**src/rtl/ahb_pkg.sv**
```systemverilog
// Shared AHB bus types and burst-length helper for the bus arbiter.
package ahb_pkg;

  typedef enum logic [1:0] {
    TransIdle   = 2'b00,
    TransBusy   = 2'b01,
    TransNonseq = 2'b10,
    TransSeq    = 2'b11
  } htrans_e;

  typedef enum logic [2:0] {
    BurstSingle = 3'd0,
    BurstIncr   = 3'd1,
    BurstWrap4  = 3'd2,
    BurstIncr4  = 3'd3,
    BurstWrap8  = 3'd4,
    BurstIncr8  = 3'd5,
    BurstWrap16 = 3'd6,
    BurstIncr16 = 3'd7
  } hburst_e;

  typedef enum logic [2:0] {
    StIdle,
    StSingle,
    StBurst,
    StUndef,
    StLocked
  } arb_state_e;

  // Beats in a burst; undefined-length INCR reports 1 so its counter starts at 0.
  function automatic logic [4:0] burst_len(hburst_e burst);
    case (burst)
      BurstWrap4, BurstIncr4:   return 5'd4;
      BurstWrap8, BurstIncr8:   return 5'd8;
      BurstWrap16, BurstIncr16: return 5'd16;
      default:                  return 5'd1;
    endcase
  endfunction

endpackage

```
**src/rtl/ahb_arb_pick.sv**
```systemverilog
// Combinational winner selection: fixed priority (lowest index) by default,
// round-robin starting after ptr when AHB_ARB_RR_EN is defined.
module ahb_arb_pick
  import ahb_pkg::*;
#(
  parameter int unsigned NUM_MASTERS    = 4,
  parameter int unsigned DEFAULT_MASTER = 0
) (
`ifdef AHB_ARB_RR_EN
  input  logic [$clog2(NUM_MASTERS)-1:0] ptr,
`endif
  input  logic [NUM_MASTERS-1:0]         req,
  output logic [$clog2(NUM_MASTERS)-1:0] winner
);

  localparam int unsigned IW = $clog2(NUM_MASTERS);

`ifdef AHB_ARB_RR_EN
  logic [IW-1:0] idx;

  // Walk from the farthest candidate to the nearest so the one right after ptr wins.
  always_comb begin
    winner = IW'(DEFAULT_MASTER);
    idx    = '0;
    for (int unsigned k = NUM_MASTERS; k >= 1; k--) begin
      idx = IW'((32'(ptr) + k) % NUM_MASTERS);
      if (req[idx]) winner = idx;
    end
  end
`else
  always_comb begin
    winner = IW'(DEFAULT_MASTER);
    for (int i = NUM_MASTERS - 1; i >= 0; i--) begin
      if (req[i]) winner = IW'(i);
    end
  end
`endif

endmodule

```
**src/rtl/ahb_bus_arbiter.sv**
```systemverilog
// Multi-master AHB arbiter: burst-aware grant, owner and lock registers.
// Define AHB_ARB_RR_EN for round-robin arbitration; fixed priority otherwise.
module ahb_bus_arbiter
  import ahb_pkg::*;
#(
  parameter int unsigned NUM_MASTERS    = 4,
  parameter int unsigned DEFAULT_MASTER = 0
) (
  input  logic                           HCLK,
  input  logic                           HRESET,
  input  logic [NUM_MASTERS-1:0]         HBUSREQ,
  input  logic [NUM_MASTERS-1:0]         HLOCK,
  input  logic [1:0]                     HTRANS,
  input  logic [2:0]                     HBURST,
  input  logic                           HREADY,
  output logic [NUM_MASTERS-1:0]         HGRANT,
  output logic [$clog2(NUM_MASTERS)-1:0] HMASTER,
  output logic                           HMASTLOCK
);

  localparam int unsigned IW = $clog2(NUM_MASTERS);
  localparam logic [NUM_MASTERS-1:0] DefaultOh = NUM_MASTERS'(1) << DEFAULT_MASTER;

  htrans_e                trans;
  hburst_e                burst;
  arb_state_e             state_q, state_d;
  logic [4:0]             rem_q, rem_d;
  logic                   undef_q, undef_d;
  logic                   owner_lock, owner_req, arb_open;
  logic [IW-1:0]          winner, grant_idx;
  logic [NUM_MASTERS-1:0] winner_oh;

  assign trans      = htrans_e'(HTRANS);
  assign burst      = hburst_e'(HBURST);
  assign owner_lock = HLOCK[HMASTER];
  assign owner_req  = HBUSREQ[HMASTER];
  assign winner_oh  = NUM_MASTERS'(1) << winner;

`ifdef AHB_ARB_RR_EN
  logic [IW-1:0] ptr_q;
`endif

  ahb_arb_pick #(
    .NUM_MASTERS   (NUM_MASTERS),
    .DEFAULT_MASTER(DEFAULT_MASTER)
  ) u_pick (
`ifdef AHB_ARB_RR_EN
    .ptr   (ptr_q),
`endif
    .req   (HBUSREQ),
    .winner(winner)
  );

  always_comb begin
    grant_idx = '0;
    for (int i = 0; i < NUM_MASTERS; i++) begin
      if (HGRANT[i]) grant_idx = IW'(i);
    end
  end

  // Counter and state as they will be after an HREADY-high edge. A NONSEQ or
  // IDLE while beats remain is an early termination and simply reloads/clears.
  always_comb begin
    rem_d   = rem_q;
    undef_d = undef_q;
    state_d = state_q;
    unique case (trans)
      TransNonseq: begin
        rem_d   = burst_len(burst) - 5'd1;
        undef_d = (burst == BurstIncr);
        if (owner_lock)                state_d = StLocked;
        else if (burst == BurstSingle) state_d = StSingle;
        else if (burst == BurstIncr)   state_d = StUndef;
        else                           state_d = StBurst;
      end
      TransSeq: begin
        if (rem_q != 5'd0) rem_d = rem_q - 5'd1;
      end
      TransIdle: begin
        rem_d   = 5'd0;
        undef_d = 1'b0;
        state_d = StIdle;
      end
      default: ;
    endcase
  end

  // Locked owners never release; BUSY inside a fixed burst never releases.
  assign arb_open = HREADY && !owner_lock &&
                    ((trans == TransIdle) ||
                     (state_q == StSingle) ||
                     (state_q == StBurst && trans != TransBusy && rem_d <= 5'd1) ||
                     (state_q == StUndef && undef_q && !owner_req));

  always_ff @(posedge HCLK) begin
    if (!HRESET) begin
      state_q   <= StIdle;
      rem_q     <= 5'd0;
      undef_q   <= 1'b0;
      HGRANT    <= DefaultOh;
      HMASTER   <= IW'(DEFAULT_MASTER);
      HMASTLOCK <= 1'b0;
`ifdef AHB_ARB_RR_EN
      ptr_q     <= IW'(DEFAULT_MASTER);
`endif
    end else if (HREADY) begin
      state_q   <= state_d;
      rem_q     <= rem_d;
      undef_q   <= undef_d;
      HMASTER   <= grant_idx;
      HMASTLOCK <= HLOCK[grant_idx];
      if (arb_open) begin
        HGRANT <= winner_oh;
`ifdef AHB_ARB_RR_EN
        if (winner != grant_idx) ptr_q <= winner;
`endif
      end
    end
  end

endmodule

```
**config.mk**
```make
export PLATFORM = sky130hd
export DESIGN_NAME = ahb_bus_arbiter
export DESIGN_NICKNAME = d
export VERILOG_FILES = /design/src/rtl/ahb_pkg.sv /design/src/rtl/ahb_arb_pick.sv /design/src/rtl/ahb_bus_arbiter.sv
export SDC_FILE = /design/constraint.sdc
export NUM_CORES = 1
export LEC_CHECK = 0
export ABC_AREA = 1
export BUFFER_PORTS_ARGS = -buffer_cell sky130_fd_sc_hd__buf_2
export CAP_MARGIN = 10
export CORE_UTILIZATION = 24
export DETAILED_ROUTE_END_ITERATION = 16
export MAX_ROUTING_LAYER = met4
export PLACE_DENSITY = 0.44
export RECOVER_POWER = 100
export SLEW_MARGIN = 20
export SYNTH_ARGS = -nofsm -noshare
export SYNTH_HDL_FRONTEND = slang
export SYNTH_SLANG_ARGS = --single-unit
```
**constraint.sdc**
```tcl
create_clock -name HCLK -period 1.4 [get_ports HCLK]
set_input_delay 0.42 -clock HCLK [delete_from_list [all_inputs] [get_ports HCLK]]
set_output_delay 0.42 -clock HCLK [all_outputs]
set_load 0.005 [all_outputs]
```
==> results.cfg <==
[run_status]
outcome = complete, but fails checks
violations = setup timing

[sta]
setup_viol = 4
finalMaxSlewViolations = 0
finalWorstSetupSlack_ns = -0.0246
worstMarginPinSlew_ns = 0.304
fin_hold_ws_ns = 0.424
min_period_ns = 1.42
setup-tns-final_ns = -0.0822
max_freq_mhz = 702
period_share_pct = 102
hold_viol_final = 0
rsz0062_at_grt = yes
slew_headroom_pct = 79.7
skew_ns = 0.00160

[grt]
grt_pass1_wl_um = 4720
grtUsageTotal_pct = 14.2
antenna_found_initial = 0
grt_overflow = 0
grt_max_degree = 11
grt_pass1_vias = 1038

[setup_path]
critPathKind = register to register
worstSetupEndpointType = register
cp_data_arrival_time_ns = 1.57
start_kind = register
required_ns = 1.55
ff2ff_path_depth = 13
cp_max_fo = 8

[power]
p_sw_share_pct = 30.1
switchingPower_uw = 386
clkPwrFrac_pct = 33.0
combPwrFrac_pct = 27.8
internal-power_uw = 895
peakVddDrop_v = 0.000244
p_leak_nw = 0.735
seqPwrFrac_pct = 39.3
power_density_nw_per_um2 = 845

[clock_tree]
clk_latency_ns = 0.25
clkTransAtPathRegs_ns = 0.07
htreeDepth = 1
clk_path_buf_depth = 2
cts_hold_buf = 0
cts_buffers = 3
tritoncts = done
numClockSinks = 16
cts_root_buf = clkbuf_8

[min_path]
min_path_type = input pin to register
hold_depth = 3

[floorplanning]
start_util_pct = 26.0
die_w_um = 69.0
die_y_um = 69.0
die_area_sq_um = 4760
core_sq_um = 4140
ios = 23
rows = 23

[final_layout]
layout-drive-gt1-share_pct = 35.8
syn_to_final_growth_pct = 40.8
post-route-util_pct = 36.6
layout.cells.non_filler = 268
nets = 236
insertedDiodeCount = 0

[yosys]
ys_seq_elements = 16
synthArstFlopShare_pct = 0
synth_nets = 185
yosysUniqueCellTypes = 29
ys.flop_type = dfxtp_1
synth_area_sq_um = 1080
yosys_warnings = 0
synth_edf_count = 0
ys_seq_area_share_pct = 29.7
synth_area_per_cell_sq_um = 6.41
netlist_instances = 168

[detailed_routing]
vias_per_cell = 4.34
vias = 1162
drt_first_pass_iters = 4
drt_iter0_markers = 32
ant_nets = 0
wire_per_inst_um = 10.9
drc = 0
wirelength_um = 2930

[place]
hpwl_um = 2340
dpl.cell_count = 264
gp_congestion = 0.766
io_buffers = 22

[run]
drv_cap = 0
[placed cells by master, fill, tap and decap left out, types with 2 or more instances in the layout]
| cell | n |
|---|---|
| o21ai_0 | 10 |
| nor2_4 | 3 |
| buf_4 | 25 |
| nand2_2 | 7 |
| nand2_1 | 32 |
| o211ai_1 | 5 |
| dfxtp_2 | 3 |
| buf_2 | 20 |
| dfxtp_1 | 13 |
| clkbuf_1 | 3 |
| inv_2 | 5 |
| nand3b_1 | 2 |
| nor2_2 | 3 |
| a21oi_1 | 16 |
| clkbuf_8 | 4 |
| nor2_1 | 14 |
| a31oi_1 | 2 |
| inv_1 | 25 |
| nand3_1 | 11 |
[metal layers]
layer  vias to the layer above  routed length [um]  track usage, %
li1                        642                   -               -
met1                       493                1440            16.8
met2                        25                1360            23.8
met3                         2                 111            3.29
met4                         0                  22            3.83
met5                         -                   0               -
[flip-flops by register name (all words and copies together), names as in the netlist]
signal	flops
HMASTLOCK	1
HGRANT	4
undef_q	1
state_q	3
HMASTER	2
rem_q	5
[worst max-delay path: stages, from the launching register on]
cell	delay [ns]
dfxtp_2	0.32
inv_2	0.07
ha_4	0.16
inv_1	0.04
nand2_1	0.04
nand2_1	0.05
nand3_1	0.09
nand2_2	0.06
nor2_2	0.11
nand3_2	0.09
nand2_4	0.11
nand3_1	0.07
nand2_1	0.06
nor2_1	0.03
[power by group through the flow]
stage | clock network (mW) | logic (mW) | registers [mW]
global placement | 0 | 0.350 | 0.511
floorplan | 0 | 0.192 | 0.508
CTS | 0.440 | 0.357 | 0.502
detailed placement | 0 | 0.349 | 0.510
global route | 0.457 | 0.401 | 0.507
finish | 0.422 | 0.356 | 0.503
[cells by family (layout without fill, tap and decap cells)]
family,after synthesis,count (layout),synth area share (%)
compound gates,38,38,20.6
simple gates,79,79,35.5
buf+inv,34,84,13.0
flops,16,16,29.7
fa+ha+maj,1,1,1.16
[through the flow]
step | setup WS (ns) | power [mW] | area [sq um]
final | -0.0246 | 1.28 | 1520
after CTS | -0.0552 | 1.30 | 1510
after global placement | -0.170 | 0.861 | 1440
after detailed placement | -0.167 | 0.858 | 1440
after floorplan | 0.00269 | 0.700 | 1090
after global routing | -0.141 | 1.36 | 1520
[what timing repair did]
| action | in CTS | in global routing |
|---|---|---|
| pin swaps | 5 | 2 |
| endpoints found under the setup margin | 6 | 9 |
| gates resized for setup | 5 | 4 |
| setup buffers | 1 | 0 |
[layout make-up]
| class | count | area, sq um |
|---|---|---|
| well taps | 50 | 62.6 |
| inverters | 31 | 116 |
| repair buffers | 49 | 307 |
| fillers | 475 | 2630 |
| flip-flops and latches | 16 | 324 |
| multi-input cells | 118 | 652 |
| clock buffers | 4 | 55.1 |
[cell usage after synthesis (2+ instances only)]
library cell / number / area share (%)
inv_1: 27 / 9.4
inv_2: 3 / 1.0
nand3_2: 2 / 1.9
nand3_1: 11 / 5.1
nand2_1: 33 / 11
a31oi_1: 2 / 1.2
nor2_2: 4 / 2.3
nor2_1: 15 / 5.2
o211ai_1: 5 / 3.5
o21ai_0: 10 / 4.6
dfxtp_1: 16 / 30
nand3b_1: 2 / 1.4
a21oi_1: 16 / 7.4
buf_2: 2 / 0.93
nand2_2: 6 / 3.5
[path summary, 6_finish.rpt]
path                                        startpoint                endpoint  slack [ns]
worst max register to register   rem_q[1]$_SDFFE_PN0P_  HGRANT[3]$_SDFFE_PN0P_       -0.02
worst max-delay path             rem_q[1]$_SDFFE_PN0P_  HGRANT[3]$_SDFFE_PN0P_       -0.02
worst min-delay path                         HBURST[0]    undef_q$_SDFFE_PN0P_        0.42
worst min register to register  HGRANT[0]$_SDFFE_PN1P_  HGRANT[0]$_SDFFE_PN1P_        0.47
No activity file was read; power rests on OpenSTA's default activity.
